### src/rtl/decode_stage.sv
// Decode stage: parametrised register file with writeback bypass, feeding a
// registered valid/ready output stage with flush and stall-time operand refresh.
module decode_stage #(
  parameter int XLEN   = 32,
  parameter int NREG   = 32,
  parameter int BYPASS = 1
) (
  input  logic            clk,
  input  logic            rst,
  input  logic            in_valid,
  output logic            in_ready,
  input  logic [31:0]     in_instr,
  input  logic [31:0]     in_pc,
  input  logic            flush,
  input  logic            wb_en,
  input  logic [4:0]      wb_rd,
  input  logic [XLEN-1:0] wb_data,
  output logic            out_valid,
  input  logic            out_ready,
  output logic [31:0]     out_instr,
  output logic [31:0]     out_pc,
  output logic [XLEN-1:0] out_rs1,
  output logic [XLEN-1:0] out_rs2
);

  localparam int         IDW     = $clog2(NREG);
  localparam logic [5:0] NREG_ID = 6'(NREG);

  logic [XLEN-1:0] regs [NREG];
  logic            wb_hit;
  logic [4:0]      rs1_id, rs2_id, held_rs1_id, held_rs2_id;
  logic [XLEN-1:0] rs1_val, rs2_val;
  logic            accept;

  // A write only lands when it targets a real, non-zero register.
  assign wb_hit = wb_en && (wb_rd != 5'd0) && ({1'b0, wb_rd} < NREG_ID);

  assign rs1_id      = in_instr[19:15];
  assign rs2_id      = in_instr[24:20];
  assign held_rs1_id = out_instr[19:15];
  assign held_rs2_id = out_instr[24:20];

  function automatic logic [XLEN-1:0] read_port(input logic [4:0] s,
                                                input logic [XLEN-1:0] stored,
                                                input logic [4:0] w_rd,
                                                input logic w_en,
                                                input logic [XLEN-1:0] w_data);
    logic [XLEN-1:0] v;
    v = '0;
    if (s != 5'd0 && {1'b0, s} < NREG_ID) begin
      if (BYPASS != 0 && w_en && w_rd == s) v = w_data;
      else                                  v = stored;
    end
    return v;
  endfunction

  // NOTE: every variable driven in always_comb gets a value on all paths, so no latch is inferred.
  always_comb begin
    rs1_val = read_port(rs1_id, regs[rs1_id[IDW-1:0]], wb_rd, wb_en, wb_data);
    rs2_val = read_port(rs2_id, regs[rs2_id[IDW-1:0]], wb_rd, wb_en, wb_data);
  end

  // NOTE: the register file is reset explicitly because architectural state must read 0 after reset.
  always_ff @(posedge clk or posedge rst) begin
    if (rst) begin
      for (int i = 0; i < NREG; i++) regs[i] <= '0;
    end else if (wb_hit) begin
      regs[wb_rd[IDW-1:0]] <= wb_data;
    end
  end

  assign in_ready = !out_valid || out_ready;
  assign accept   = in_valid && in_ready;

  // NOTE: sequential state uses non-blocking assignments so all registers update from pre-edge values.
  always_ff @(posedge clk or posedge rst) begin
    if (rst) begin
      out_valid <= 1'b0;
      out_instr <= '0;
      out_pc    <= '0;
      out_rs1   <= '0;
      out_rs2   <= '0;
    end else if (flush) begin
      out_valid <= 1'b0;
    end else if (accept) begin
      out_valid <= 1'b1;
      out_instr <= in_instr;
      out_pc    <= in_pc;
      out_rs1   <= rs1_val;
      out_rs2   <= rs2_val;
    end else if (out_valid && out_ready) begin
      out_valid <= 1'b0;
    end else if (out_valid) begin
      // Stalled: keep held operands coherent with writebacks that land meanwhile.
      if (wb_hit && wb_rd == held_rs1_id) out_rs1 <= wb_data;
      if (wb_hit && wb_rd == held_rs2_id) out_rs2 <= wb_data;
    end
  end

endmodule

### config.mk
export PLATFORM = sky130hd
export DESIGN_NAME = decode_stage
export DESIGN_NICKNAME = d
export VERILOG_FILES = /design/src/rtl/decode_stage.sv
export SDC_FILE = /design/constraint.sdc
export NUM_CORES = 2
export LEC_CHECK = 0
export ABC_AREA = 1
export BUFFER_PORTS_ARGS = -buffer_cell sky130_fd_sc_hd__buf_2
export CORE_MARGIN = 2
export CORE_UTILIZATION = 25
export CTS_CLUSTER_DIAMETER = 150
export CTS_CLUSTER_SIZE = 14
export DETAILED_ROUTE_END_ITERATION = 7
export HOLD_SLACK_MARGIN = 0.08
export PLACE_DENSITY_LB_ADDON = 0.15
export SLEW_MARGIN = 0
export SYNTH_ARGS = -nofsm -noshare
export SYNTH_HDL_FRONTEND = slang
export SYNTH_SLANG_ARGS = --single-unit
export TNS_END_PERCENT = 5
### constraint.sdc
create_clock -name clk -period 41 [get_ports clk]
set_input_delay 2.05 -clock clk [delete_from_list [all_inputs] [get_ports clk]]
set_output_delay 2.05 -clock clk [all_outputs]
set_load 0.01 [all_outputs]
* Yosys cells after proc, flatten, opt, wreduce, memory -nomap -nowiden *
Cells that the tools add are included.

storage, ports and cells
  memory bits (read-only) = 0
  memories kept = 0
  word-level logic and storage cells = 94
  bits in latches = 0
  bits in registers = 1153
  RAM bits = 0
  output and inout bits = 130

cells by class
  $add $sub $neg = 0
  order comparisons = 4
  shift operators = 0
  equal/unequal tests = 5
  $mul = 0
  mux-type cells = 24
  bitwise gates (word level) = 4
  divide/modulo/power cells = 0
  reductions and logical operators = 20

operators by type and width
  kind                  number
  $bwmux W1024          1
  $mux W32              17
  $bmux W32 S5          2
  $demux W32 S5         1
  $eq A5 B5 Y1          4
  $ge A6 B6 Y1 const B  3
  $not A5 Y6            3
  $reduce_bool A5 Y1    3
  $logic_and A1 B1 Y1   8
  $reduce_and A4 Y1     2
  $lt A6 B1 Y1 const B  1
  $reduce_bool A2 Y1    3
  $mux W1               3
  $reduce_bool A3 Y1    1
  $ne A2 B2 Y1 const B  1
  $reduce_and A2 Y1     1
  $logic_not A1 Y1      1
  $logic_or A1 B1 Y1    1
  $not A1 Y1            1

* Depth between registers and ports, before layout *
  word-level depth = 7
  mapped depth = 14
  gate-level depth less buffers = 11

* Worst setup path after synthesis *
OpenSTA, ideal clock, no wires.

  path type = input-to-output
  from = input port out_ready
  to = output port in_ready
  path buffers = 0
  stages = 2
  setup slack = 36.652 ns
  arrival time = 2.298 ns
  required time = 38.950 ns
  path through = nor2_2 inv_1

between the ends
  cells in the longest elaborated chain, start to end = 1

ends and longest elaborated chain
  element             RTL line  text
  start, declared     19        input logic out_ready,
  $logic_or A1 B1 Y1  72        assign in_ready = !out_valid || out_ready;
  end, declared       11        output logic in_ready,

No other way between the ends.

* Worst setup path after layout *
  from = input port in_instr[17]
  to = register out_rs1[20]

between the ends
  cells in the longest elaborated chain, start to end = 7

ends and longest elaborated chain
  element                                       RTL line  text
  start, declared                               12        input logic [31:0] in_instr,
  $not A5 Y6 (implied by the code)              59        rs1_val = read_port(rs1_id, regs[rs1_id[IDW-1:0]], wb_rd, wb_en, wb_data);
  $bmux W32 S5                                  59
  $mux W32 (implied by the code) (2 in series)  59
  $mux W32                                      51        if (BYPASS != 0 && w_en && w_rd == s) v = w_data;
  $mux W32 (*)                                  50        if (s != 5'd0 && {1'b0, s} < NREG_ID) begin
  $mux W32 (*)                                  85        end else if (accept) begin
  end signal, assigned                          89        out_rs1 <= rs1_val;
  end signal, assigned                          95        if (wb_hit && wb_rd == held_rs1_id) out_rs1 <= wb_data;
  end, declared                                 22        output logic [XLEN-1:0] out_rs1,

Every way passes the cells marked *; elsewhere a longest branch is shown, timed or not. The select of a mux whose other input is x is not followed.
A chain may end at the register's enable or synchronous reset.

==> run summary <==
The placed wire-length estimate is 171000 µm, and the number of enable flip-flop cells after synthesis is 0. The cell occurring most often along the worst timing path was buf_4. The path class of the lowest-slack min-delay path is reg -> reg. After detailed placement, the design holds a cell count of 12900. The critical path goes through buf_6 > buf_4 > buf_4 > nor2_4 > buf_4 > buf_4 > nand4_1 > nand2_4 > nor2_1 > nand2_1 > a21oi_1. The floorplan step set the die height to 516 µm.

The actual transition at the worst max-transition pin is 1.16 ns, and the initial antenna violation count is 25. The tools report the final setup slack of the worst path as 35.62 ns. TritonCTS built the clock tree. Once placement finished, the instance area stood at 68800 µm².

In this run the standard cell core region covers 260000 µm². The run gives 0 as the final hold violation count. The critical path startpoint category was an input port.

The count of nets left with antenna violations once routing finished came out at 0. Prior to clock tree synthesis, the placed netlist has a worst setup slack of 34.80 ns. The path with the worst hold slack has its endpoint at regs[995]. Measured along the x axis, the die boundary spans 516 µm. Before antenna repair, the detailed router went through 6 iterations. The post-CTS setup buffer count is 0, and the overall power of the completed layout is 3.09 mW.

Post-synthesis to final-layout area growth: 8.94%. The final global-route overflow total was 0. In this run, synthesis produced a sequential element count of 1153. The power per cell area came out at 43.4 nW/µm². Sorting the synthesized cells by area gives the leading types as dfrtp_1, nand2_1, nand3_1. Most used flip-flop cell after synthesis: dfrtp_1. Setup repair after global routing left no endpoint under its margin. After synthesis, the share of flip-flops with an asynchronous set or reset is 100%.

The final worst-path cycle share came out at 13.1%. nand2_1 is the most common cell in the netlist. The tools report the worst-case vdd ir drop as 0.0293 mV. Once layout is complete, the utilization of the core stands at 27.4%. The longest clock path from root to sink contains 3 buffers.

The endpoint of the most critical register-to-register path was out_rs1[20]. The number of different library cells in the post-synthesis netlist was 31. The max-slew headroom at the worst pin is 22.3%, and the source-to-sink clock delay at the later pin of the worst-skew pair is 0.80 ns. The launch point of the critical path is in_instr[17]. Sorting the synthesized cells by how often they occur yields nand2_1, nand3_1, dfrtp_1. The post-layout instance area is 71300 µm².

The tools report the number of warning messages in the yosys log as 0. The final layout contains 9600 nets. The via count of the first global-routing pass was 61700. Sequential elements use 44.1% of the synthesized area. In this run the most critical hold path is launched from regs[995].

The number of buffers created by CTS is 92. The synthesized instance count is 9805, and the share of the synthesized area in the top cell type is 44.1%. At the worst endpoint, the arrival time is 6.03 ns. Between clock sinks in the finished design, the worst skew comes to 0.0749 ns. For the final routed database, the setup TNS stands at 0 ns. The routed layout has 64300 vias. Setup violations remaining at the end of the flow were counted as 0. The count of buffers inserted at the top-level ports was 236. Critical path's slowest cell: nand2_4. Summed over all cells, the static leakage comes to 34.5 nW. The maximum number of pins on one net before global-route repair was 197.

The post-layout instance count excluding filler cells was 13000. CTS saw 1153 sinks. Summed over all layers, the routed wires come to 311000 µm.

The I/O pin count was 237. The flow ran to the end, and the final reports show no timing, DRC or antenna violations. Dividing the synthesized area by the synthesized cell count gives 6.67 µm². The worst path in the final design needs a cycle of 5.38 ns, including I/O delays and setup.

The worst register-to-register path begins at out_valid. The clock slew seen by the registers of the worst setup and hold paths is 0.07 ns. Along the worst path, the maximum fanout reaches 36. The number of standard-cell rows in the floorplan came out at 187.

Quantity of hold-fixing buffers added after cts: 0. The tools report the initial standard-cell utilization of the core as 25.2%. The critical path in this run is classified as in -> reg. The library cell used as clock root buffer is clkbuf_16. The logs give 41.65 ns for the data required time of the critical path and 0.813 for the final weighted congestion of routability-driven global placement. In this run the number of H-tree levels came out at 3. The worst register-to-register path has a depth of 9. The wire length of the first global-routing pass is 450000 µm. The max-slew violation total from the final report is 0, and the slack of the worst reg-to-reg path is 37.85 ns. The tools report the post-route worst hold slack as 0.403 ns. The share of post-route cells with drive strength above 1 is 6.28%, and the detailed-route DRC error count is 0.

Global routing consumed, over all layers together, 23.0% of the routing resources. The cell area that synthesis handed to floorplanning was 65400 µm². Counting instances, the worst hold path has a depth of 0. The cell type with the highest aggregate area in the netlist was dfrtp_1. The initial DRC count is 7290, and the post-synth net total is 9912. Using the TritonRoute via totals, the vias-per-cell ratio works out to 4.94. Dividing the detail-routed wire length by the instance count gives 23.9 µm. The die footprint was 266000 µm². Timing would allow up to 186 MHz. The largest incremental delay on the critical path is 0.79 ns, and the reported max-cap violation count is 0. The number of gates resized after CTS was 0.

The worst setup path is captured at a flip-flop.
==> state kept, by name (all words and copies together), names as in the netlist <==
signal	count
out_instr	32
out_pc	32
out_rs1	32
out_rs2	32
out_valid	1
regs	1024
==> layout make-up <==
| class | instances | area, µm² |
|---|---|---|
| diodes | 13 | 32.5 |
| clock buffers | 92 | 2300 |
| clock inverters | 9 | 143 |
| fillers | 28900 | 189000 |
| inverters | 701 | 2680 |
| multi-input cells | 7181 | 30600 |
| flip-flops and latches | 1153 | 28900 |
| well taps | 3496 | 4370 |
| repair buffers | 364 | 2320 |
==> where the power goes <==
| part | switching [mW] | internal, mW | leakage, nW | total [mW] |
|---|---|---|---|---|
| sequential | 0.138 | 1.35 | 14.5 | 1.49 |
| clock | 0.472 | 0.406 | 1.19 | 0.878 |
| combinational | 0.493 | 0.235 | 18.7 | 0.727 |
| total | 1.10 | 1.99 | 34.5 | 3.09 |
==> worst max-delay path, delay by kind of cell <==
kind	cells	cell delay, ns
buffers and inverters	5	2.30
AND/OR/NAND/NOR	5	1.38
AO/OA/AOI/OAI	1	0.07
==> cells in the final DEF, fill, tap and decap left out, types with 3 or more instances in the layout <==
| cell type | count |
|---|---|
| a21oi_1 | 67 |
| buf_12 | 10 |
| buf_2 | 228 |
| buf_4 | 120 |
| buf_6 | 4 |
| clkbuf_16 | 92 |
| clkinv_8 | 3 |
| dfrtp_1 | 1153 |
| diode_2 | 13 |
| inv_1 | 678 |
| inv_2 | 11 |
| inv_4 | 4 |
| inv_6 | 5 |
| inv_8 | 3 |
| mux2_2 | 55 |
| nand2_1 | 3761 |
| nand2_2 | 20 |
| nand2_4 | 12 |
| nand3_1 | 1154 |
| nor2_1 | 1066 |
| nor2_4 | 9 |
| nor3_2 | 5 |
| nor3_4 | 5 |
| o21ai_0 | 963 |
| o21ai_1 | 42 |
| o22ai_1 | 4 |
| xnor2_1 | 5 |
| xor2_1 | 7 |
==> cell families (layout without fill, tap and decap cells) <==
family | Yosys count | in the layout | synth area share [%]
buffers and inverters | 1471 | 1166 | 9.34
muxes | 55 | 55 | 0.947
other | 0 | 13 | 0
DFF | 1153 | 1153 | 44.1
AOI/OAI and AO/OA | 1076 | 1076 | 8.24
xor gates and xnor gates | 12 | 12 | 0.161
and+or+nand+nor | 6038 | 6038 | 37.2
==> how the worst max path moves through the flow <==
| stage | slack (ns) | cells past startpoint | endpoint |
|---|---|---|---|
| floorplan | 6.48 | 1 | out_instr[0] |
| global placement | 34.83 | 6 | regs[526] |
| detailed placement | 34.80 | 6 | regs[590] |
| CTS | 35.66 | 6 | regs[526] |
| global route | 35.31 | 6 | regs[433] |
| finish | 35.62 | 11 | out_rs1[20] |
==> routing by layer <==
layer	share of wire, %	GRT usage, %	vias to the layer above
met5	0.012	0	-
met4	4.0	8.08	6
met3	7.2	3.48	479
met2	44	36.4	2693
met1	45	31.7	31300
li1	-	-	29800
Note: power is estimated with default switching activity, not from simulation.
